**config.mk**
```make
export PLATFORM = sky130hd
export DESIGN_NAME = elevator_dispatcher_flat
export DESIGN_NICKNAME = d
export VERILOG_FILES = /design/src/rtl/elevator_dispatcher_if.sv /design/src/rtl/elevator_dispatcher.sv /design/src/flat_wrapper.sv
export SDC_FILE = /design/constraint.sdc
export NUM_CORES = 1
export LEC_CHECK = 0
export CORE_AREA = 2 2 97 99
export CTS_CLUSTER_DIAMETER = 60
export DETAILED_ROUTE_END_ITERATION = 7
export DIE_AREA = 0 0 99 101
export PLACE_DENSITY = 0.89
export SLEW_MARGIN = 20
export SYNTH_ARGS = -nofsm -noshare
export SYNTH_HDL_FRONTEND = slang
export SYNTH_SLANG_ARGS = --single-unit
export TNS_END_PERCENT = 20
```
**constraint.sdc**
```tcl
create_clock -name clk -period 5.8 [get_ports clk]
set_input_delay 0.58 -clock clk [delete_from_list [all_inputs] [get_ports clk]]
set_output_delay 0.58 -clock clk [all_outputs]
set_load 0.01 [all_outputs]
```
**src/rtl/elevator_dispatcher_if.sv**
```systemverilog
// Signal bundle between the hall panel / car controllers (master) and the
// group dispatcher (slave).
interface elevator_dispatcher_if #(
  parameter int NUM_CARS   = 2,
  parameter int NUM_FLOORS = 5,
  parameter int FLOOR_W    = 3
);
  logic [NUM_FLOORS-1:0]          hall_up;
  logic [NUM_FLOORS-1:0]          hall_dn;
  logic [NUM_CARS*NUM_FLOORS-1:0] car_buttons;
  logic [NUM_CARS*FLOOR_W-1:0]    car_floor;
  logic [NUM_CARS-1:0]            car_up;
  logic [NUM_CARS-1:0]            car_down;
  logic [NUM_CARS-1:0]            car_served;
  logic [NUM_CARS*NUM_FLOORS-1:0] car_requests;
  logic [NUM_FLOORS-1:0]          up_pending;
  logic [NUM_FLOORS-1:0]          dn_pending;
  logic                           assign_valid;
  logic [2:0]                     assign_car;
  logic [FLOOR_W-1:0]             assign_floor;
  logic                           assign_dir;

  modport master (
    output hall_up, hall_dn, car_buttons, car_floor, car_up, car_down, car_served,
    input  car_requests, up_pending, dn_pending, assign_valid, assign_car,
           assign_floor, assign_dir
  );

  modport slave (
    input  hall_up, hall_dn, car_buttons, car_floor, car_up, car_down, car_served,
    output car_requests, up_pending, dn_pending, assign_valid, assign_car,
           assign_floor, assign_dir
  );
endinterface

```
**src/rtl/elevator_dispatcher.sv**
```systemverilog
// Group dispatcher: latches hall calls, assigns each to the cheapest car by a
// scanning pointer, and holds the assignment until the owning car serves it.
module elevator_dispatcher #(
  parameter int NUM_CARS   = 2,
  parameter int NUM_FLOORS = 5,
  parameter int FLOOR_W    = 3
) (
  input logic                  clk,
  input logic                  reset,
  elevator_dispatcher_if.slave bus
);
  localparam int NS = 2 * NUM_FLOORS;
  localparam int PW = $clog2(NS);
  localparam int CW = FLOOR_W + 2;
  localparam logic [CW-1:0] TOP = CW'(NUM_FLOORS - 1);
  localparam logic [NUM_FLOORS-1:0] UP_MASK = {1'b0, {(NUM_FLOORS-1){1'b1}}};
  localparam logic [NUM_FLOORS-1:0] DN_MASK = {{(NUM_FLOORS-1){1'b1}}, 1'b0};

  typedef enum logic {IDLE, SCAN} state_e;

  state_e                         state_q, state_d;
  logic [NS-1:0]                  pend_q, pend_d;
  logic [NS-1:0]                  asg_q, asg_d;
  logic [2:0]                     owner_q [NS];
  logic [2:0]                     owner_d [NS];
  logic [PW-1:0]                  ptr_q, ptr_d;
  logic [NUM_CARS*NUM_FLOORS-1:0] req_q, req_d;
  logic                           av_q, av_d;
  logic [2:0]                     acar_q, acar_d;
  logic [FLOOR_W-1:0]             afl_q, afl_d;
  logic                           adir_q, adir_d;

  logic [NS-1:0]       press;
  logic [NS-1:0]       clr;
  logic [FLOOR_W-1:0]  cf      [NUM_CARS];
  logic [CW-1:0]       cost    [NUM_CARS];
  logic [NUM_CARS-1:0] up_only;
  logic [NUM_CARS-1:0] dn_only;
  logic                scan_up;
  logic [FLOOR_W-1:0]  scan_fl;
  logic [2:0]          best_car;
  logic [CW-1:0]       best_cost;

  // Direction-aware distance; a car committed away from the call pays for the
  // turnaround at the end of its travel.
  function automatic logic [CW-1:0] cost_f(input logic [FLOOR_W-1:0] cf_in,
                                           input logic [FLOOR_W-1:0] d_in,
                                           input logic up, input logic dn);
    logic [CW-1:0] c;
    logic [CW-1:0] d;
    c = CW'(cf_in);
    d = CW'(d_in);
    if (up && !dn)      return (d >= c) ? d - c : (TOP - c) + (TOP - d);
    else if (dn && !up) return (d <= c) ? c - d : c + d;
    else                return (d >= c) ? d - c : c - d;
  endfunction

  assign press   = {bus.hall_dn & DN_MASK, bus.hall_up & UP_MASK};
  assign scan_up = ptr_q < PW'(NUM_FLOORS);
  assign scan_fl = scan_up ? FLOOR_W'(ptr_q) : FLOOR_W'(ptr_q - PW'(NUM_FLOORS));

  for (genvar gi = 0; gi < NUM_CARS; gi++) begin : g_car
    assign cf[gi]      = bus.car_floor[gi*FLOOR_W +: FLOOR_W];
    assign up_only[gi] = bus.car_up[gi] & ~bus.car_down[gi];
    assign dn_only[gi] = bus.car_down[gi] & ~bus.car_up[gi];
    assign cost[gi]    = cost_f(cf[gi], scan_fl, bus.car_up[gi], bus.car_down[gi]);
    for (genvar gj = 0; gj < NUM_FLOORS; gj++) begin : g_fl
      assign req_d[gi*NUM_FLOORS + gj] = bus.car_buttons[gi*NUM_FLOORS + gj]
          | (pend_q[gj] & asg_q[gj] & (owner_q[gj] == 3'(gi)))
          | (pend_q[gj+NUM_FLOORS] & asg_q[gj+NUM_FLOORS]
             & (owner_q[gj+NUM_FLOORS] == 3'(gi)));
    end
  end

  // A slot clears when its owner opens doors at the slot's floor while not
  // committed against the slot's direction.
  for (genvar gi = 0; gi < NS; gi++) begin : g_slot
    localparam int  SLOT_FL = (gi < NUM_FLOORS) ? gi : gi - NUM_FLOORS;
    localparam bit  IS_UP   = (gi < NUM_FLOORS);
    logic hit;
    always_comb begin
      hit = 1'b0;
      for (int c = 0; c < NUM_CARS; c++) begin
        if (owner_q[gi] == 3'(c) && bus.car_served[c] && cf[c] == FLOOR_W'(SLOT_FL)
            && (IS_UP ? !dn_only[c] : !up_only[c]))
          hit = 1'b1;
      end
    end
    assign clr[gi] = hit & pend_q[gi] & asg_q[gi];
  end

  always_comb begin
    best_car  = 3'd0;
    best_cost = cost[0];
    for (int c = 1; c < NUM_CARS; c++) begin
      if (cost[c] < best_cost) begin
        best_car  = 3'(c);
        best_cost = cost[c];
      end
    end
  end

  always_comb begin
    pend_d  = (pend_q | press) & ~clr;
    asg_d   = asg_q & ~clr;
    owner_d = owner_q;
    ptr_d   = ptr_q;
    av_d    = 1'b0;
    acar_d  = acar_q;
    afl_d   = afl_q;
    adir_d  = adir_q;
    for (int s = 0; s < NS; s++) begin
      if (clr[s]) owner_d[s] = 3'd0;
    end
    if (state_q == SCAN) begin
      ptr_d = (ptr_q == PW'(NS - 1)) ? '0 : ptr_q + 1'b1;
      if (pend_q[ptr_q] && !asg_q[ptr_q] && !clr[ptr_q]) begin
        asg_d[ptr_q]   = 1'b1;
        owner_d[ptr_q] = best_car;
        av_d           = 1'b1;
        acar_d         = best_car;
        afl_d          = scan_fl;
        adir_d         = scan_up;
      end
    end
    state_d = (|(pend_d & ~asg_d)) ? SCAN : IDLE;
  end

  always_ff @(posedge clk) begin
    if (reset) begin
      state_q <= IDLE;
      pend_q  <= '0;
      asg_q   <= '0;
      ptr_q   <= '0;
      req_q   <= '0;
      av_q    <= 1'b0;
      acar_q  <= '0;
      afl_q   <= '0;
      adir_q  <= 1'b0;
      for (int s = 0; s < NS; s++) owner_q[s] <= '0;
    end else begin
      state_q <= state_d;
      pend_q  <= pend_d;
      asg_q   <= asg_d;
      owner_q <= owner_d;
      ptr_q   <= ptr_d;
      req_q   <= req_d;
      av_q    <= av_d;
      acar_q  <= acar_d;
      afl_q   <= afl_d;
      adir_q  <= adir_d;
    end
  end

  assign bus.car_requests = req_q;
  assign bus.up_pending   = pend_q[NUM_FLOORS-1:0];
  assign bus.dn_pending   = pend_q[NS-1:NUM_FLOORS];
  assign bus.assign_valid = av_q;
  assign bus.assign_car   = acar_q;
  assign bus.assign_floor = afl_q;
  assign bus.assign_dir   = adir_q;
endmodule

```
**src/flat_wrapper.sv**
```systemverilog
// flat-port wrapper written by rule: the top's interface ports become plain ports
module elevator_dispatcher_flat 
#(
  parameter int NUM_CARS   = 2,
  parameter int NUM_FLOORS = 5,
  parameter int FLOOR_W    = 3
)
  (clk, reset, bus_hall_up, bus_hall_dn, bus_car_buttons, bus_car_floor, bus_car_up, bus_car_down, bus_car_served, bus_car_requests, bus_up_pending, bus_dn_pending, bus_assign_valid, bus_assign_car, bus_assign_floor, bus_assign_dir);
  elevator_dispatcher_if #(.NUM_CARS(NUM_CARS), .NUM_FLOORS(NUM_FLOORS), .FLOOR_W(FLOOR_W)) bus_i ();
  input logic clk;
  input logic reset;
  input wire logic [$bits(bus_i.hall_up)-1:0] bus_hall_up;
  input wire logic [$bits(bus_i.hall_dn)-1:0] bus_hall_dn;
  input wire logic [$bits(bus_i.car_buttons)-1:0] bus_car_buttons;
  input wire logic [$bits(bus_i.car_floor)-1:0] bus_car_floor;
  input wire logic [$bits(bus_i.car_up)-1:0] bus_car_up;
  input wire logic [$bits(bus_i.car_down)-1:0] bus_car_down;
  input wire logic [$bits(bus_i.car_served)-1:0] bus_car_served;
  output wire logic [$bits(bus_i.car_requests)-1:0] bus_car_requests;
  output wire logic [$bits(bus_i.up_pending)-1:0] bus_up_pending;
  output wire logic [$bits(bus_i.dn_pending)-1:0] bus_dn_pending;
  output wire logic [$bits(bus_i.assign_valid)-1:0] bus_assign_valid;
  output wire logic [$bits(bus_i.assign_car)-1:0] bus_assign_car;
  output wire logic [$bits(bus_i.assign_floor)-1:0] bus_assign_floor;
  output wire logic [$bits(bus_i.assign_dir)-1:0] bus_assign_dir;
  assign bus_i.hall_up = bus_hall_up;
  assign bus_i.hall_dn = bus_hall_dn;
  assign bus_i.car_buttons = bus_car_buttons;
  assign bus_i.car_floor = bus_car_floor;
  assign bus_i.car_up = bus_car_up;
  assign bus_i.car_down = bus_car_down;
  assign bus_i.car_served = bus_car_served;
  assign bus_car_requests = bus_i.car_requests;
  assign bus_up_pending = bus_i.up_pending;
  assign bus_dn_pending = bus_i.dn_pending;
  assign bus_assign_valid = bus_i.assign_valid;
  assign bus_assign_car = bus_i.assign_car;
  assign bus_assign_floor = bus_i.assign_floor;
  assign bus_assign_dir = bus_i.assign_dir;
  elevator_dispatcher #(.NUM_CARS(NUM_CARS), .NUM_FLOORS(NUM_FLOORS), .FLOOR_W(FLOOR_W)) u_core (.clk(clk), .reset(reset), .bus(bus_i));
endmodule
```
-- Word level (Yosys, flattened, before mapping)
Index checks and enable logic that the tools add are counted.
- magnitude comparators: 10
- bitwise gates (word level): 87
- reductions and logical operators: 93
- muxes and demuxes: 60
- equality and inequality tests: 19
- add/subtract/negate cells: 13
- operators with widths (cell ; count):
    1-bit logical AND ; 68
    30-bit 2-to-1 mux ; 2
    1-bit bitwise AND ; 54
    5-bit 2-to-1 mux ; 10
    3-bit by 1-bit == test with 1-bit output (second input constant) ; 12
    3-bit zero test ; 12
    3-bit 2-to-1 mux ; 12
    10-bit bitwise AND ; 3
    30-bit bitwise mux ; 1
    1-bit 2-to-1 mux ; 27
    10-bit 2-to-1 mux ; 2
    10-bit inverter ; 2
    1-bit OR ; 20
    10-bit OR ; 2
    3-bit by 3-bit subtractor with 4-bit output ; 4
    1-bit binary-select mux with 4-bit select ; 3
    3-bit demux with 4-bit select ; 1
    3-bit by 2-bit == test with 1-bit output (second input constant) ; 4
    3-bit by 3-bit subtractor with 4-bit output (first input constant) ; 3
    5-bit adder ; 2
    1-bit zero test ; 10
    10-bit OR reduction ; 1
    3-bit by 3-bit adder with 4-bit output ; 2
    3-bit == test (second input constant) ; 2
    17 further kinds ; 23
- flip-flop bits (word level): 73
- input port bits: 34

-- Depth between registers and ports, before layout
Gate-level depths: netlist of the first run.
- depth in word-level cells: 18
- depth in mapped cells: 20
- mapped depth without buffers: 19

-- Worst setup path before layout of the first run
No wires, ideal clock.
- kind: reg-to-reg
- from: reg u_core.ptr_q[1]
- to: reg u_core.owner_q[21] (netlist name)
- stages on the path, launching flop included: 21
- path slack: 1042 ps
- library setup time: 87 ps
- arrival: 4671 ps
- data required time: 5713 ps
- clock period less this slack: 4758 ps
- cell sequence: dfxtp_1 -> buf_2 -> inv_1 -> ha_1 -> inv_1 -> a21oi_1 -> xnor2_1 -> ha_1 -> inv_1 -> fa_1 -> fa_1 -> a31oi_1 -> a21oi_1 -> o22ai_1 -> o21ai_0 -> ha_1 -> a21o_1 -> a21o_1 -> a21oi_1 -> o21ai_0 -> o31ai_1
- longest elaborated chain between the ends: 11
- elaborated cells on any way between the ends: 47
- RTL lines (what ; line ; RTL):
    start: declaration ; elevator_dispatcher.sv:26 ; logic [PW-1:0] ptr_q, ptr_d;
    start signal: assignment ; elevator_dispatcher.sv:146 ; ptr_q <= ptr_d;
    4-bit by 3-bit less-than comparator with 1-bit output or 3-bit subtractor (tied branches) ; elevator_dispatcher.sv:59, elevator_dispatcher.sv:60 ;
    3-bit 2-to-1 mux ; elevator_dispatcher.sv:60 ; assign scan_fl = scan_up ? FLOOR_W'(ptr_q) : FLOOR_W'(ptr_q - PW'(NUM_FLOORS));
    3-bit by 3-bit subtractor with 4-bit output (tied with other cells) ; elevator_dispatcher.sv:53 ; if (up && !dn) return (d >= c) ? d - c : (TOP - c) + (TOP - d);
    5-bit adder (tied with other cells) ; elevator_dispatcher.sv:53 ;
    5-bit 2-to-1 mux, on equally long branches ; elevator_dispatcher.sv:53, elevator_dispatcher.sv:54 ;
    5-bit 2-to-1 mux ; elevator_dispatcher.sv:53 ;
    5-bit less-than comparator ; elevator_dispatcher.sv:96 ; if (cost[c] < best_cost) begin
    1-bit 2-to-1 mux ; elevator_dispatcher.sv:96 ;
    30-bit bitwise mux ; elevator_dispatcher.sv:119 ; owner_d[ptr_q] = best_car;
    30-bit 2-to-1 mux (*) ; elevator_dispatcher.sv:117 ; if (pend_q[ptr_q] && !asg_q[ptr_q] && !clr[ptr_q]) begin
    30-bit 2-to-1 mux (*) ; elevator_dispatcher.sv:115 ; if (state_q == SCAN) begin
    end signal: assignment ; elevator_dispatcher.sv:145 ; owner_q <= owner_d;
    end: declaration ; elevator_dispatcher.sv:24 ; logic [2:0] owner_q [NS];
Every way passes the cells marked *; elsewhere a longest branch is shown, timed or not. The select of a mux whose other input is x is not followed.
A chain may end at the register's enable or synchronous reset.

-- Worst setup path in the final report of the first run
- from: reg u_core.ptr_q[0]
- to: reg u_core.owner_q[9] (netlist name)
Same word-level chain as after synthesis.

==> run metrics, run 1 <==
status=complete, no violations; # nets final=733; fin area=5797 um2; LEAKAGE=2.303 nW; gr usage total=27.76%; DRT antenna net count=0; EDFF count, synth=0; antenna violations before repair=0; switching portion of total power=33.71%; share of layout cells above drive strength 1=6.298%; Synth Flop Type=dfxtp_1; DR iter-0 viols=363; H-tree depth reported by CTS=3; Mean Syn Cell Area=8.355 um2; grt ovf=0; WL/cell=18.04 um; Multi-input gate area=3301 um2; Logic pwr share=26.5%; row count=35; GPL Wtd Cong=0.9410; Seq/Total Area, Yosys=28.59%; clk buf depth=2; Vert. Die Dim=101 um; CP max-delay cell=fa_1; core footprint=8977 um2; clock latency on the worst-skew pair=370 ps; io pins=62; register bit count reported by yosys=71; Synth area leader=dfxtp_1; Via density=6.349; Max Freq=0.1958 GHz; hold crit path type=register to register; commonest cells in the netlist=71 x dfxtp_1, 53 x nor2_1, 47 x a21oi_1; top post-synthesis cells by area=dfxtp_1 29%, ha_1 11%, a21oi_1 4.7%, nor2_1 4.0%, and3_1 3.5%; setup TNS=0 ps; Seq pwr share=40.3%; hold buffers post-CTS=0; Filler cells=744; Crit. End Element=register; Worst IR Drop VDD=95.54 uV; WS Path Type=register to register; WP data arrival=5380 ps; Worst Skew=12.32 ps; Reg clk slew, reported paths=80 ps; clk sinks=71; pin count of the biggest net entering global routing=58; area fraction in and, or, nand and nor cells after synthesis=25.14%; pre-CTS setup slack=866.8 ps; CTS Root Cell=clkbuf_8; post_cts resized=0; Post-DP Area=5584 um2; Area Overhead vs Synth=16.61%; HPWL after detailed placement=10,070 um; setup ws final=692.3 ps; relative slew slack=43.76%; drt first pass iters=7; number of CTS-inserted buffers=9; Clk network pwr share=33.2%; count leader, synth=dfxtp_1; worst path required time=6070 ps; residual DRC count=0; global-route wire length before repair=21,940 um; Vias=4,838; register area=1421 um2; Die Wd=99 um; largest family of logic cells by synthesized area=simple AND/OR/NAND/NOR gates; TritonCTS clock tree=yes; Setup violations, final=0; Post-synth ARST share=0%; Final Hold Viols=0; ant diodes=0; reported max-cap violation count=0; Routed WL=13,750 um; Post-CTS Setup Inserts=0; Mapped Cells=595; Cell Area, Synth=4971 um2; Final Max Tran Viols=0; adder and majority gate portion of the synthesized area=14.95%; Yosys cell types=67; post-synthesis mux area share=3.927%; Cell Pwr Density=220.6 nW/um2; Starting Density=55.37%; Slew @ Worst Pin=840.9 ps; Critical Path, Cell by Cell=inv_1, ha_1, inv_1, a21oi_1, xnor2_1, ha_1, fa_1, fa_1, nor2b_1, mux2_2, nand2_1, o31ai_1, o21ai_0, ha_1, a21o_1, a21o_1, a21oi_1, buf_4, o21ai_0, o31ai_1; Final Cycle Share=88.06%; Int Pwr=0.0008477 W; total die area=9999 um2; CP max stage delay=430 ps; XOR/XNOR Fraction of Synth Area=2.215%; top cell type's share of synthesized area=28.59%; vias in the first global route=4,494; post-synthesis compound-gate area fraction=19.86%; synth warn=0; CP startpoint kind=register; RSZ-0062 raised after global routing=no; Worst path most repeated cell=ha_1; shortest period the worst path allows=5108 ps; worst-path maximum fanout=10; Sw Pwr=0.0004310 W; Port Buffers=57
-- placed cells by master (no fill, tap or decap), drive strengths merged, types with 4 or more instances in the layout --
cell / count
mux2: 8
nand3: 24
xor2: 4
clkdlybuf4s50: 56
nand2b: 11
or3: 5
nor3: 20
nand4: 10
and3: 29
and2: 4
o211ai: 14
a31oi: 6
o31ai: 6
a221oi: 5
xnor2: 6
dfxtp: 71
buf: 6
mux2i: 6
nand3b: 7
nor2b: 16
nand2: 38
a211o: 7
nor2: 53
ha: 45
nor4: 6
a21oi: 48
fa: 8
clkbuf: 9
nor3b: 9
o21ai: 26
inv: 34
a211oi: 7
-- final timing paths --
kind,from,endpoint,slack (ps),cells past startpoint
setup / recovery,u_core.ptr_q[0],u_core.owner_q[9],690,20
hold / removal,u_core.bus.assign_dir,u_core.bus.assign_dir,450,2
setup reg to reg,u_core.ptr_q[0],u_core.owner_q[9],690,20
hold reg to reg,u_core.bus.assign_dir,u_core.bus.assign_dir,450,2
-- logic make-up after synthesis --
logic type      Yosys count
other cells               1
fa+ha+maj                55
simple gates            237
xor+xnor                 11
mux                      16
buf+inv                  57
compound gates          147
flops                    71
-- stage by stage --
| stage | util [%] | instances | hold slack, ps | total power, W |
|---|---|---|---|---|
| floorplan | - | 596 | 453.5 | 0.0007388 |
| global placement | 62.20 | 746 | 443.7 | 0.0008444 |
| detailed placement | 62.20 | 746 | 446.4 | 0.0008539 |
| CTS | 64.49 | 762 | 457.4 | 0.001269 |
| global route | 64.57 | 762 | 471.6 | 0.001330 |
| finish | 64.57 | 762 | 454.9 | 0.001279 |
-- flip-flops by register name (all words and copies together), names as in the netlist --
register	cells
u_core.pend_q	10
u_core.state_q	1
u_core.bus.assign_valid	1
u_core.bus.assign_floor	3
u_core.bus.assign_dir	1
u_core.ptr_q	4
u_core.asg_q	10
u_core.bus.car_requests	10
u_core.owner_q	30
u_core.bus.assign_car	1
-- worst max-delay path, delay by kind of cell (launching register included) --
kind                     cells  cell delay (ps)
adder cells (fa/ha/maj)      5             1630
AO/OA/AOI/OAI                8             1580
buffers and inverters        3              480
multiplexers                 1              370
AND/OR/NAND/NOR              2              340
flip-flops                   1              310
XOR/XNOR                     1              310
-- metal layers --
metal	share of wire, %	vias to the layer above	global-route usage, %
li1	-	2256	-
met2	47	261	45.58
met4	3.4	0	12.96
met3	9.5	42	5.895
met1	40	2279	34.96
met5	0	-	0
-- cell type report --
| class | count | share of cell area (%) |
|---|---|---|
| clock buffers | 9 | 2.137 |
| clock inverters | 7 | 1.403 |
| inverters | 34 | 2.202 |
| multi-input cells | 468 | 56.94 |
| flip-flops and latches | 71 | 24.52 |
| well taps | 111 | 2.396 |
| repair buffers | 62 | 10.40 |
-- power by group through the flow --
| stage | sequential, W | combinational (W) | clock, W |
|---|---|---|---|
| after detailed placement | 0.000526 | 0.000328 | 0 |
| after global routing | 0.000517 | 0.000367 | 0.000446 |
| after global placement | 0.000525 | 0.000319 | 0 |
| final | 0.000515 | 0.000339 | 0.000425 |
| after floorplan | 0.000527 | 0.000211 | 0 |
| after CTS | 0.000515 | 0.000330 | 0.000424 |
Power figures use the tool's default switching activity.
==> inputs of run 2 (changes only) <==
--- a/config.mk
+++ b/config.mk
@@ -9,6 +9,7 @@
 export CTS_CLUSTER_DIAMETER = 60
 export DETAILED_ROUTE_END_ITERATION = 7
 export DIE_AREA = 0 0 99 101
+export GPL_TIMING_DRIVEN = 0
 export PLACE_DENSITY = 0.89
 export SLEW_MARGIN = 20
 export SYNTH_ARGS = -nofsm -noshare
==> run 2 against run 1 <==
Flip-flop and latch count unchanged. Worst hold slack improved by 20 ps. First-iteration DRC count decreased by 5.8%. Critical path depth unchanged. Global-route usage increased by 0.71 points. Utilization increased by 1.4 points. Via count increased by 0.41%. Clock skew increased by 5.6 ps. Final cell count increased by 2.1%.
==> run metrics, run 2 (synthesized netlist as in run 1, its figures left out) <==
Crit. End Element=register (unchanged); hold crit path type=register to register (unchanged); reported max-cap violation count=0 (unchanged); Die Wd=99 um (unchanged); gr usage total=28.46% (was 27.76%); Reg clk slew, reported paths=80 ps (about the same); relative slew slack=50.36% (was 43.76%); DR iter-0 viols=342 (was 363); Slew @ Worst Pin=744.6 ps (was 840.9 ps); Port Buffers=55 (was 57); H-tree depth reported by CTS=3 (unchanged); Cell Pwr Density=222.1 nW/um2 (was 220.6 nW/um2); TritonCTS clock tree=yes (unchanged); Area Overhead vs Synth=19.08% (was 16.61%); DRT antenna net count=0 (unchanged); met2 wire length=6773 um (was 6508 um); share of layout cells above drive strength 1=7.496% (was 6.298%); worst-path maximum fanout=10 (unchanged); antenna violations before repair=0 (unchanged); io pins=62 (unchanged); LEAKAGE=2.376 nW (was 2.303 nW); hold buffers post-CTS=0 (unchanged); clk sinks=71 (unchanged); Setup violations, final=0 (unchanged); Final Cycle Share=93.05% (was 88.06%); post_cts resized=2 (was 0); pin count of the biggest net entering global routing=14 (was 58); grt ovf=0 (unchanged); setup TNS=0 ps (unchanged); highest layer used for signal routing=met4 (unchanged); Largest Register=u_core.owner_q (unchanged); Final Max Tran Viols=0 (unchanged); number of CTS-inserted buffers=9 (unchanged); Pwr Total=0.001315 W (was 0.001279 W); RSZ-0062 raised after global routing=no (unchanged); CTS Root Cell=clkbuf_8 (unchanged); most common library cell in the layout ignoring fill and taps=dfxtp_1 (unchanged); routed wl met3=1123 um (was 1305 um); WL/cell=18.22 um (was 18.04 um); core footprint=8977 um2 (unchanged); Core Util, Final=65.94% (was 64.57%); residual DRC count=0 (unchanged); status=complete, no violations (unchanged); ant diodes=0 (unchanged); row count=35 (unchanged); clk buf depth=2 (unchanged); Final Hold Viols=0 (unchanged); drt first pass iters=5 (was 7); WL met1=5740 um (was 5458 um); worst path required time=6070 ps (about the same); Max Freq=0.1853 GHz (was 0.1958 GHz); HPWL after detailed placement=10,620 um (was 10,070 um); Vert. Die Dim=101 um (unchanged); global-route wire length before repair=22,660 um (was 21,940 um); Largest register FFs=30 (unchanged); WP data arrival=5670 ps (was 5380 ps); # nets final=749 (was 733); CP startpoint kind=register (unchanged); most frequent cells in the layout=71 x dfxtp_1, 55 x clkdlybuf4s50_1, 53 x nor2_1, 46 x a21oi_1, 45 x ha_1 (was 71 x dfxtp_1, 56 x clkdlybuf4s50_1, 53 x nor2_1, 47 x a21oi_1, 45 x ha_1); GPL Wtd Cong=0.9660 (was 0.9410); Filler cells=739 (was 744); Routed WL=14,170 um (was 13,750 um); Worst Skew=17.89 ps (was 12.32 ps); Vias=4,858 (was 4,838); shortest period the worst path allows=5397 ps (was 5108 ps); clock latency on the worst-skew pair=370 ps (about the same); total die area=9999 um2 (unchanged); Worst IR Drop VDD=152.6 uV (was 95.54 uV); Multi-input gate area=3327 um2 (was 3301 um2); register area=1421 um2 (unchanged); Via density=6.244 (was 6.349); vias in the first global route=4,699 (was 4,494); Post-CTS Setup Inserts=0 (unchanged); Starting Density=55.37% (unchanged); WS Path Type=register to register (unchanged)
run 2: cell count changes in the layout (fill, tap and decap cells not counted), moves of 2 or more:
cell	change
buf_4	-3
clkinvlp_4	-2
buf_2	+6
buf_6	+4
clkbuf_1	+11
run 2: area by class of cell:
cell class	instances	share of cell area, %
buffer	23	2.241
clock buffer	10	2.156
clock inverter	6	1.585
inverter	34	2.156
multi-input combinational	468	56.20
sequential	71	24.01
tap	111	2.346
timing repair buffer	55	9.300
run 2: metal layers:
layer	GRT usage [%]	vias up
li1	-	2284
met3	6.172	44
met1	34.57	2279
met5	0	-
met4	14.01	0
met2	47.82	251
run 2: power by group:
group          leakage (nW)  switching (W)  total, W  internal (W)
combinational          1.69       0.000202  0.000349      0.000147
clock                 0.107       0.000205  0.000451      0.000245
sequential            0.579      0.0000145  0.000516      0.000501
run 2: worst paths after layout:
| check | startpoint | to | slack [ps] | depth (start not counted) |
|---|---|---|---|---|
| setup / recovery | u_core.ptr_q[0] | u_core.owner_q[9] | 400 | 20 |
| setup reg to reg | u_core.ptr_q[0] | u_core.owner_q[9] | 400 | 20 |
| hold / removal | u_core.bus.assign_dir | u_core.bus.assign_dir | 480 | 2 |
| hold reg to reg | u_core.bus.assign_dir | u_core.bus.assign_dir | 480 | 2 |
run 2: through the flow:
stage          area (um2)  worst slack (ps)  hold slack, ps  instances
2_1_floorplan        4975              1042           453.5        596
3_3_place_gp         5664            -207.3           446.5        762
3_5_place_dp         5664            -333.4           461.6        762
4_1_cts              5897             111.0           471.9        778
5_1_grt              5919             28.74           501.0        778
6_report             5919             402.8           475.3        778
run 2: critical path, stage by stage (launching register included):
cell	delay, ps
dfxtp_1	370
buf_6	160
inv_1	180
ha_1	220
inv_1	80
a21oi_1	350
mux2_2	520
inv_1	350
ha_1	350
nand3b_1	160
nor2b_1	330
mux2_2	380
nand2_1	60
o31ai_1	60
o21ai_0	210
ha_1	270
a21o_1	160
a21o_1	200
a21oi_4	320
o21ai_0	260
o31ai_1	280
==> RTL change, RTL diff (flow settings as in run 2) <==
Reset style: asynchronous (`reset`), changed in one clocked block.
--- a/src/rtl/elevator_dispatcher.sv
+++ b/src/rtl/elevator_dispatcher.sv
@@ -127,5 +127,5 @@
   end
 
-  always_ff @(posedge clk) begin
+  always_ff @(posedge clk or posedge reset) begin
     if (reset) begin
       state_q <= IDLE;
Formal check against the unedited RTL: differs if reset is asserted again (counterexample within 4 cycles, from zero or initial values and one cycle with reset high); with reset held inactive, the same outputs for 4 cycles.
==> RTL change against run 2 <==
- count of clock-buffer cells in the layout is 1 higher
- highest routed layer unchanged
- sequential cell count stayed put
- die area stayed put
- critical path depth is 3 higher
- routed wire length is 4.3% lower
- setup slack worse by 82 ps
- design area is 3.5% higher
- area after synthesis is 3.1% higher
Power is not compared: it rests on default switching activity, and its combinational part moved more than twofold at a synthesized area within 25%.
==> RTL change: results (changes against run 2) <==
| Metric | Value |
|---|---|
| Non-filler cells, final | `723 (-7.1%)` |
| Metal-1 WL | `5.525 mm (-3.7%)` |
| DP HPWL | `10.16 mm (-4.4%)` |
| Post-DR wirelength/cell | `18.77 um (+3.0%)` |
| CP max stage delay | `480 ps (-40 ps)` |
| Layout net count | `694 (-7.3%)` |
| Drt first pass iters | `7 (+2)` |
| Sequential share of cell area | `0.2901 (+0.04997)` |
| Clock buffer count | `11 (+1)` |
| Synth Area in Adders | `0.1492 (-0.0003393)` |
| WHS Endpoint | `u_core.bus.assign_floor[2]` |
| Largest net degree at the start of global routing | `38 (+24)` |
| PortBufs | `57 (+3.6%)` |
| Fin Hold WS | `517.0 ps (+41.75 ps)` |
| Placed Area | `0.005861 mm^2 (+3.5%)` |
| WHS Path Cells | `1 (-1)` |
| Routed wl met2 | `6.717 mm (-0.83%)` |
| Largest cells by area after synthesis | `dfrtp_1 (35%), ha_1 (11%), inv_1 (3.2%)` |
| Setup slack, reg-to-reg | `320 ps (-80 ps)` |
| Dpl cells | `708 (-7.1%)` |
| Bufs w/o clock | `72 (-7.7%)` |
| Post-Synth XOR/XNOR Area | `0.02588 (+0.003729)` |
| Via-to-Cell Ratio | `6.277 (+0.52%)` |
| Multi-input combinational area share | `0.5113 (-0.05070)` |
| All-Layer GR Usage | `0.2781 (-0.006591)` |
| Mux share of post-synthesis cell area | `0.05371 (+0.01445)` |
| Count of multi-input gates | `409 (-13%)` |
| Outcome | `completed` |
| Met3 Use GR | `0.05756 (-0.004161)` |
| Post-Place Worst Slack | `-137.0 ps (+196.5 ps)` |
| Avg Synthesized Cell Area | `9.526 um^2 (+14%)` |
[RTL change: changes by cell type after synthesis, moves of 8 or more]
cell	before	now
nor2_1	53	34
a221o_1	0	10
dfrtp_1	0	71
dfxtp_1	71	0
a21oi_1	47	21
a21o_1	3	13
and2_1	4	13
mux2i_1	6	14
and3_1	28	5
inv_1	31	44
nand3_1	24	14
o211ai_1	14	4
[RTL change: worst max-delay path by stage]
stage                     from                  endpoint  slack, ps  depth (start not counted)
3_3_place_gp   u_core.ptr_q[1]        u_core.owner_q[24]         -5                         19
3_5_place_dp   u_core.ptr_q[1]        u_core.owner_q[27]       -140                         23
6_report       u_core.ptr_q[1]        u_core.owner_q[27]        320                         23
4_1_cts        u_core.ptr_q[1]        u_core.owner_q[27]         50                         23
5_1_grt        u_core.ptr_q[0]        u_core.owner_q[18]         70                         23
2_1_floorplan  u_core.ptr_q[1]  u_core.bus.assign_car[0]        940                         23
[RTL change: timing repair]
item                                    CTS  global route
gates resized for setup                   6             7
endpoints found under the setup margin   10            10
pin swaps                                 1             0
